--- src/rtl/vector_lane_sequencer.sv ---
// vector_lane_sequencer: latches one vector instruction, drives the per-lane
// ALU one element per cycle, packs results into a destination image and
// hands the image to writeback.
// Optional feature macro: VECTOR_MASK_UNDISTURBED_EN (masked-off elements keep
// vd_old instead of capturing the ALU output).
// Writeback handshake: wb_valid rises when the image is complete; wb_data and
// wb_valid hold steady until a cycle with wb_valid && wb_ready, which is the
// transfer cycle; the block returns to IDLE at the end of that cycle.
module vector_lane_sequencer #(
  parameter int VLEN        = 256,
  parameter int VL_WIDTH    = 6,
  parameter int LEN         = 32,
  parameter int LONGEST_LEN = 64
) (
  input  logic                   clk,
  input  logic                   rst,
  input  logic                   start,
  input  logic [VL_WIDTH-1:0]    vl,
  input  logic [2:0]             vsew,
  input  logic [2:0]             dest_vsew,
  input  logic                   vm,
  input  logic [5:0]             opcode,
  input  logic [2:0]             alu_signal,
  input  logic [1:0]             vec_operand_type,
  input  logic                   is_mask_operation,
  input  logic                   mask_is_operand,
  input  logic [LEN-1:0]         imm,
  input  logic [LEN-1:0]         rs,
  input  logic [VLEN-1:0]        vs1_data,
  input  logic [VLEN-1:0]        vs2_data,
  input  logic [VLEN-1:0]        v0_mask,
  input  logic [VLEN-1:0]        vd_old,
  output logic [LONGEST_LEN-1:0] alu_vs1,
  output logic [LONGEST_LEN-1:0] alu_vs2,
  output logic                   alu_mask,
  output logic                   alu_vm,
  output logic [2:0]             alu_prev_vsew,
  output logic [2:0]             alu_cur_vsew,
  output logic [5:0]             alu_opcode,
  output logic [2:0]             alu_signal_o,
  output logic [1:0]             alu_operand_type,
  output logic                   alu_is_mask_operation,
  output logic [LEN-1:0]         alu_imm,
  output logic [LEN-1:0]         alu_rs,
  input  logic [LONGEST_LEN-1:0] alu_result,
  output logic                   busy,
  output logic                   wb_valid,
  input  logic                   wb_ready,
  output logic [VLEN-1:0]        wb_data,
  output logic [1:0]             dbg_state
);

  typedef enum logic [1:0] {S_IDLE = 2'd0, S_ISSUE = 2'd1, S_DONE = 2'd2} state_t;

  state_t                state_q, state_d;
  logic [VL_WIDTH-1:0]   vl_r, idx;
  logic [2:0]            vsew_r, dvsew_r, signal_r;
  logic                  vm_r, is_mask_r, mask_op_r;
  logic [5:0]            opcode_r;
  logic [1:0]            optype_r;
  logic [LEN-1:0]        imm_r, rs_r;
  logic [VLEN-1:0]       vs1_r, vs2_r, v0_r, dst_q;

  logic                  accept, issue, last_elem, elem_active, mask_bit;
  logic [31:0]           src_bits, dst_bits, rd_off, wr_off;
  logic [LONGEST_LEN-1:0] src_mask, dst_mask, vs1_elem, vs2_elem, rs_ext, imm_ext;
  logic [VLEN-1:0]       vs1_sh, vs2_sh, v0_sh, wr_mask, wr_data, bit_sel;

  // SEW code to element width; unused codes fall back to bytes.
  function automatic logic [31:0] sew_bits(input logic [2:0] s);
    case (s)
      3'b001:  sew_bits = 32'd16;
      3'b010:  sew_bits = 32'd32;
      3'b011:  sew_bits = 32'd64;
      default: sew_bits = 32'd8;
    endcase
  endfunction

  function automatic logic [LONGEST_LEN-1:0] width_mask(input logic [31:0] b);
    width_mask = (b >= 32'(LONGEST_LEN)) ? '1 : ((LONGEST_LEN'(1) << b) - LONGEST_LEN'(1));
  endfunction

  assign accept    = (state_q == S_IDLE) && start;
  assign issue     = (state_q == S_ISSUE);
  assign last_elem = (idx == (vl_r - VL_WIDTH'(1)));
  assign dbg_state = state_q;
  assign wb_data   = dst_q;

  // Element extraction: shifting out of range yields zero, so oversized slices drop.
  always_comb begin
    src_bits = sew_bits(vsew_r);
    dst_bits = sew_bits(dvsew_r);
    src_mask = width_mask(src_bits);
    dst_mask = width_mask(dst_bits);
    rd_off   = 32'(idx) * src_bits;
    wr_off   = 32'(idx) * dst_bits;
    vs1_sh   = vs1_r >> rd_off;
    vs2_sh   = vs2_r >> rd_off;
    v0_sh    = v0_r >> idx;
    mask_bit = v0_sh[0];
    vs1_elem = vs1_sh[LONGEST_LEN-1:0] & src_mask;
    vs2_elem = vs2_sh[LONGEST_LEN-1:0] & src_mask;
    rs_ext   = {{(LONGEST_LEN-LEN){rs_r[LEN-1]}}, rs_r} & src_mask;
    imm_ext  = {{(LONGEST_LEN-LEN){imm_r[LEN-1]}}, imm_r} & src_mask;
    wr_mask  = {{(VLEN-LONGEST_LEN){1'b0}}, dst_mask} << wr_off;
    wr_data  = {{(VLEN-LONGEST_LEN){1'b0}}, alu_result & dst_mask} << wr_off;
    bit_sel  = VLEN'(1) << idx;
`ifdef VECTOR_MASK_UNDISTURBED_EN
    elem_active = vm_r | mask_bit | mask_op_r;
`else
    elem_active = 1'b1;
`endif
  end

  // State register.
  always_ff @(posedge clk) begin
    if (rst) state_q <= S_IDLE;
    else     state_q <= state_d;
  end

  // Next-state logic.
  always_comb begin
    state_d = state_q;
    case (state_q)
      S_IDLE:  if (start) state_d = (vl == '0) ? S_DONE : S_ISSUE;
      S_ISSUE: if (last_elem) state_d = S_DONE;
      S_DONE:  if (wb_ready) state_d = S_IDLE;
      default: state_d = S_IDLE;
    endcase
  end

  // Outputs: ALU controls are only driven while issuing, zero otherwise.
  always_comb begin
    busy                  = (state_q != S_IDLE);
    wb_valid              = (state_q == S_DONE);
    alu_vs1               = '0;
    alu_vs2               = '0;
    alu_mask              = 1'b0;
    alu_vm                = 1'b0;
    alu_prev_vsew         = '0;
    alu_cur_vsew          = '0;
    alu_opcode            = '0;
    alu_signal_o          = '0;
    alu_operand_type      = '0;
    alu_is_mask_operation = 1'b0;
    alu_imm               = '0;
    alu_rs                = '0;
    if (issue) begin
      case (optype_r)
        2'b01:   alu_vs1 = rs_ext;
        2'b10:   alu_vs1 = imm_ext;
        default: alu_vs1 = vs1_elem;
      endcase
      alu_vs2               = vs2_elem;
      alu_mask              = mask_bit;
      alu_vm                = vm_r;
      alu_prev_vsew         = vsew_r;
      alu_cur_vsew          = dvsew_r;
      alu_opcode            = opcode_r;
      alu_signal_o          = signal_r;
      alu_operand_type      = optype_r;
      alu_is_mask_operation = is_mask_r;
      alu_imm               = imm_r;
      alu_rs                = rs_r;
    end
  end

  // Datapath: latch the instruction on accept, step idx and capture results while issuing.
  always_ff @(posedge clk) begin
    if (rst) begin
      vl_r <= '0; idx <= '0; vsew_r <= '0; dvsew_r <= '0; signal_r <= '0;
      vm_r <= 1'b0; is_mask_r <= 1'b0; mask_op_r <= 1'b0; opcode_r <= '0;
      optype_r <= '0; imm_r <= '0; rs_r <= '0;
      vs1_r <= '0; vs2_r <= '0; v0_r <= '0; dst_q <= '0;
    end else if (accept) begin
      vl_r <= vl; idx <= '0; vsew_r <= vsew; dvsew_r <= dest_vsew;
      signal_r <= alu_signal; vm_r <= vm; is_mask_r <= is_mask_operation;
      mask_op_r <= mask_is_operand; opcode_r <= opcode; optype_r <= vec_operand_type;
      imm_r <= imm; rs_r <= rs;
      vs1_r <= vs1_data; vs2_r <= vs2_data; v0_r <= v0_mask; dst_q <= vd_old;
    end else if (issue) begin
      idx <= last_elem ? '0 : idx + VL_WIDTH'(1);
      if (elem_active) begin
        if (is_mask_r) begin
          if (32'(idx) < 32'(VLEN))
            dst_q <= (dst_q & ~bit_sel) | (alu_result[0] ? bit_sel : '0);
        end else if ((wr_off + dst_bits) <= 32'(VLEN)) begin
          dst_q <= (dst_q & ~wr_mask) | wr_data;
        end
      end
    end
  end

endmodule

--- config.mk ---
export PLATFORM = sky130hd
export DESIGN_NAME = vector_lane_sequencer
export DESIGN_NICKNAME = d
export VERILOG_FILES = /design/src/rtl/vector_lane_sequencer.sv
export SDC_FILE = /design/constraint.sdc
export NUM_CORES = 2
export LEC_CHECK = 0
export ABC_AREA = 0
export BUFFER_PORTS_ARGS = -buffer_cell sky130_fd_sc_hd__buf_4
export CORE_AREA = 4 4 641 643
export CTS_BUF_LIST = sky130_fd_sc_hd__clkbuf_8
export DETAILED_ROUTE_END_ITERATION = 8
export DIE_AREA = 0 0 645 647
export GPL_TIMING_DRIVEN = 1
export RECOVER_POWER = 100
export REMOVE_ABC_BUFFERS = 1
export SYNTH_ARGS = -nofsm -noshare
export SYNTH_HDL_FRONTEND = slang
export SYNTH_SLANG_ARGS = --single-unit
--- constraint.sdc ---
create_clock -name clk -period 9.5 [get_ports clk]
set_clock_uncertainty 0.15 [all_clocks]
set_input_delay 0.95 -clock clk [delete_from_list [all_inputs] [get_ports clk]]
set_output_delay 0.95 -clock clk [all_outputs]
set_load 0.02 [all_outputs]
Word-level counts from Yosys, hierarchy flattened
Index checks and enable logic that the tools add are counted.

operators by class
  $add $sub $neg = 5
  bitwise logic cells = 11
  reductions and logical operators = 9
  shift-type cells = 8
  multiplexer cells = 28
  magnitude comparators = 3
  equal/unequal tests = 14
  multipliers = 2

operators by type and width
  kind                   number
  $mux 256               5
  $and 256x256->256      2
  $not 256->256          2
  $or 256x256->256       2
  $shl 64x32->256        2
  $shr 256x32->64        2
  $and 64x64->64         5
  $mux 64                4
  $shl 1x6->256 const A  1
  $shr 256x6->1          1
  $pmux 64 s2            1
  $shl 1x32->64 const A  2
  $sub 64x1->64 const B  2
  $ge 32x7->1 const B    2
  $mul 6x32->32          2
  $mux 32                2
  $pmux 7 s3             2
  $add 32x32->32         1
  $le 32x9->1 const B    1
  $eq 3x2->1 const B     4
  $mux 6                 2
  $mux 2                 5
  $mux 3                 3
  $add 6x1->6 const B    1
  other kinds (17)       24

word-level totals
  register bits after elaboration = 1121
  output and inout port bits = 472
  input bits = 1182
  word-level logic and storage cells = 96

Longest topological paths before layout
  word-level depth = 13
  gate-level depth with buffers = 25
  mapped depth without buffers = 19

Least setup slack after synthesis
Ideal clock, no wire load.

  kind = register -> output
  start = register idx[0]
  end = output port alu_vs1[8]
  path slack = 2.692 ns
  arrival = 5.708 ns
  cell stages (with the launch flop) = 19
  data required time = 8.400 ns
  path through = dfxtp_1 clkbuf_1 buf_1 buf_2 buf_1 nand2_1 fa_1 inv_1 ha_1 ha_1 ha_1 clkbuf_1 clkbuf_1 clkbuf_1 nand2_1 a211oi_1 o21ai_0 a21o_1 a2111oi_0

between the ends
  longest elaborated chain between the ends = 5

RTL lines
  item                      line  source
  start: declaration        56    logic [VL_WIDTH-1:0] vl_r, idx;
  start signal: assignment  182   idx <= last_elem ? '0 : idx + VL_WIDTH'(1);
  $mul 6x32->32             95    rd_off = 32'(idx) * src_bits;
  $shr 256x32->64           97    vs1_sh = vs1_r >> rd_off;
  $and 64x64->64            101   vs1_elem = vs1_sh[LONGEST_LEN-1:0] & src_mask;
  $pmux 64 s2               149   case (optype_r)
  $mux 64                   148   if (issue) begin
  end: declaration          33    output logic [LONGEST_LEN-1:0] alu_vs1,

No other way between the ends.

Worst setup path in the final report
  start = register idx[3]
  end = register dst_q[203] (netlist: wb_data[203])

between the ends
  longest elaborated chain between the ends = 9
  elaborated cells on any way between the ends = 19
  those cells by class = 1 x add/sub; 1 x mul; 1 x order compare; 3 x shift; 5 x mux; 6 x bitwise; 2 x reduce/logical

RTL lines
  item                                                                   line  source
  parallel branches: the longest is 9 deep, another holds $mul 6x32->32  -
  end signal: assignment                                                 180   vs1_r <= vs1_data; vs2_r <= vs2_data; v0_r <= v0_mask; dst_q <= vd_old;
  end signal: assignment                                                 186   dst_q <= (dst_q & ~bit_sel) | (alu_result[0] ? bit_sel : '0);
  end signal: assignment                                                 188   dst_q <= (dst_q & ~wr_mask) | wr_data;
  end: declaration                                                       62    logic [VLEN-1:0] vs1_r, vs2_r, v0_r, dst_q;

Parallel ways; which one is timed is not known. The select of a mux whose other input is x is not followed.
A chain may end at the register's enable or synchronous reset.

==> run_results.csv <==
group,metric,value,unit
global_route,grt-ovfl-total,0,
setup_path,timing.rr.end,"wb_data[203]$_SDFFE_PP0P_",
yosys,synth.cells.most_frequent,"nand2_1 (1978), a21oi_1 (1060), dfxtp_1 (929), mux2i_1 (702), clkbuf_1 (582)",
route,wl_met1,179000,µm
setup_path,critPathCaptureType,"flip-flop",
setup_path,cp_max_fo,29,
run_status,violations,"max-capacitance violations, max-slew violations",
sta,min_period,9.20,ns
setup_path,r2r-start,"idx[3]$_SDFFE_PP0P_",
cells_and_area,area_growth,40.5,%
yosys,yosysMostFrequentCell,"nand2_1",
clocking,cts_tree,"done",
power,intPower,7.77,mW
clocking,cts_buffer_depth,4,
cells_and_area,layout.nets,11000,
yosys,ys_seq_elements,929,
yosys,netlist_instances,8093,
power,sw_frac_of_total,35.7,%
sta,tightestPinTransition,4.57,ns
route,wire_per_inst,31.0,µm
yosys,async_reset_ff_share,0,%
sta,slew_violations,1277,
yosys,syn_area,0.0622,mm²
place,post-place-cells,14400,
global_route,grt_max_degree,204,
sta,post-route-period-util,96.8,%
clocking,clkTransAtPathRegs,0.06,ns
min_path,hold_path_class,"primary input to flip-flop",
sta,hold-worst-slack,0.114,ns
clocking,cts_buffers,190,
yosys,synth.area.top_cells,"dfxtp_1 (30%), nand2_1 (12%), mux2i_1 (11%), a21oi_1 (8.5%), mux4_2 (6.3%)",
setup_path,worst-r2r-setup-slack,0.30,ns
power,ir_drop,118,µV
floorplanning,ios,1654,
min_path,whs_path_depth,3,
setup_path,crit_type,"flip-flop to flip-flop",
setup_path,cp-start-kind,"flip-flop",
power,leakage,32.5,nW
yosys,syn_avg_cell_area,7.68,µm²
yosys,synth_cell_types,98,
global_route,grt_pass1_vias,71500,
floorplanning,rows,234,
power,pwr-share-seq,36.8,%
route,wirelength,478000,µm
route,vias,75900,
power,comb_power_share,24.8,%
yosys,synth_top_area_cell,"dfxtp_1",
clocking,htreeDepth,4,
clocking,cts.sinks,929,
route,drcViolationCount,0,
sta,finalWorstSetupSlack,0.300,ns
global_route,track_usage,21.5,%
floorplanning,dieHeight,647,µm
route,dr.max_layer_used,"met5",
job,cap_violations,18,
place,dp_hpwl,371000,µm
run_status,outcome,"finished, violations left",
yosys,synth-seq-area-share,29.9,%
power,p_sw,4.32,mW
sta,hold_violations,0,
clocking,cts_root_buffer,"clkbuf_8",
power,clkPwrFrac,38.4,%
floorplanning,dieWidth,645,µm
yosys,synth_edf_count,0,
yosys,yosysTopAreaCellShare,29.9,%
global_route,antenna_found_initial,118,
route,ant_nets,0,
route,vias_per_cell,4.93,
yosys,yosysWarnings,0,
cells_and_area,drive_above_1_share,19.0,%
sta,grt_setup_unrepaired,"false",
setup_path,crit_required,10.16,ns
floorplanning,coreArea,0.405,mm²
place,portBuffers,1460,
floorplanning,dieArea,0.417,mm²
sta,max_slew_margin,-204,%
route,drt_iter0_markers,9108,
setup_path,arrival,9.86,ns
yosys,ys.flop_type,"dfxtp_1",
min_path,min_from,"vd_old[61]",
route,met3_length,43400,µm
sta,setup_violations,0,
power,pwr_density_cell,138,mW/mm²
route,drt_first_pass_iters,6,
floorplanning,initial_core_util,15.3,%
cells_and_area,fin_cells,15400,
sta,fmax,109,MHz
route,routed-wl-met2,218000,µm
place,dp_worst_setup_slack,1.29,ns
setup_path,reg2regPathDepth,18,
place,gp_congestion,1.02,
clocking,insertion_delay,1.01,ns
global_route,grt_pass1_wl,628000,µm
-- worst max-delay path by stage --
stage	start	endpoint	slack, ns	cells past startpoint
CTS	vsew_r[0]$_SDFFE_PP0P_	alu_vs2[57]	0.09	17
detailed placement	vsew_r[0]$_SDFFE_PP0P_	alu_vs2[57]	1.29	17
global placement	vsew_r[0]$_SDFFE_PP0P_	alu_vs2[57]	1.36	17
finish	idx[3]$_SDFFE_PP0P_	wb_data[203]$_SDFFE_PP0P_	0.30	18
global route	vsew_r[1]$_SDFFE_PP0P_	alu_vs1[13]	0.10	18
floorplan	start	flip-flop	-16.40	4
-- layout make-up --
| cell class | instances | area [µm²] |
|---|---|---|
| Fill cell | 45600 | 318000 |
| Multi-Input combinational cell | 6331 | 40600 |
| Sequential cell | 929 | 18600 |
| Timing Repair Buffer | 2235 | 16900 |
| Tap cell | 5428 | 6790 |
| Clock buffer | 236 | 3250 |
| Clock inverter | 94 | 723 |
| Inverter | 66 | 262 |
| Antenna cell | 90 | 225 |
-- repair_timing --
item,in CTS,in global routing
hold buffers,559,0
buffers inserted,0,0
setup endpoints to repair,0,1
resized for setup,0,1
hold endpoints to repair,559,0
-- registers in the layout, indices dropped and copies added (netlist names), named ones only --
name and cells:
idx 6, rs_r 32, signal_r 3, is_mask_r 1, vsew_r 3, v0_r 64, opcode_r 6, dbg_state 2
vs2_r 256, vl_r 6, vs1_r 256, wb_data 192, dvsew_r 3, imm_r 32, optype_r 2, vm_r 1
-- routing by layer --
layer | track usage, % | vias to the layer above
met4 | 14.3 | 42
met2 | 34.7 | 4542
met5 | 0 | -
met1 | 25.5 | 37500
met3 | 5.14 | 1158
li1 | - | 32800
-- logic make-up (layout without fill, tap and decap cells) --
| kind of cell | count (synthesis) | after routing | share of synthesized area, % |
|---|---|---|---|
| buf+inv | 834 | 2631 | 5.33 |
| xor+xnor | 17 | 17 | 0.262 |
| mux | 933 | 933 | 18.6 |
| other cells | 1 | 92 | 0.00603 |
| fa+ha+maj | 76 | 76 | 1.76 |
| simple gates | 2932 | 2932 | 19.7 |
| compound gates | 2371 | 2371 | 24.4 |
| flops | 929 | 929 | 29.9 |
-- layout by cell type, fill, tap and decap left out, types with 90 or more instances in the layout --
master	netlist	final
mux2i_1	702	702
buf_4	22	1237
diode_2	0	90
a22oi_1	158	158
nand2_1	1978	1971
dlygate4sd3_1	0	559
dfxtp_1	929	928
nand3_1	138	135
a211oi_1	129	128
o21ai_0	231	230
clkbuf_1	582	400
mux4_2	174	174
nor2_1	390	383
clkbuf_8	0	236
a21oi_1	1060	1059
inv_1	56	93
-- critical path, stage by stage (launching register included) --
cell and delay [ns]:
dfxtp_1 0.48, clkbuf_1 1.26, nand2_1 0.19, fa_1 0.53, fa_1 0.52, fa_1 0.55
inv_1 0.04, ha_1 0.40, a211o_1 0.31, a21oi_1 0.20, o221ai_1 0.26, or3_1 1.03
nor2_1 1.19, clkbuf_2 0.62, nand2_1 0.27, nor3_1 0.30, clkbuf_1 0.36, a2bb2oi_1 0.21
nor2_1 0.05
-- per-stage QoR --
| stage | power (mW) | cell area (µm²) | setup TNS, ns | utilization, % |
|---|---|---|---|---|
| 6_report | 12.1 | 87300 | 0 | 21.5 |
| 5_1_grt | 12.5 | 87200 | 0 | 21.5 |
| 4_1_cts | 12.2 | 88800 | 0 | 21.9 |
| 3_5_place_dp | 7.32 | 79200 | 0 | 19.5 |
| 3_3_place_gp | 7.31 | 79200 | 0 | 19.5 |
| 2_1_floorplan | 6.10 | 59100 | -7740.46 | - |
-- power by group through the flow --
stage | Combinational, mW | Clock (mW) | Sequential [mW]
final | 2.99 | 4.65 | 4.45
after global routing | 3.15 | 4.91 | 4.46
after CTS | 3.04 | 4.76 | 4.43
after detailed placement | 2.81 | 0 | 4.52
after global placement | 2.80 | 0 | 4.51
after floorplan | 1.61 | 0 | 4.49
Note: power is estimated with default switching activity, not from simulation.
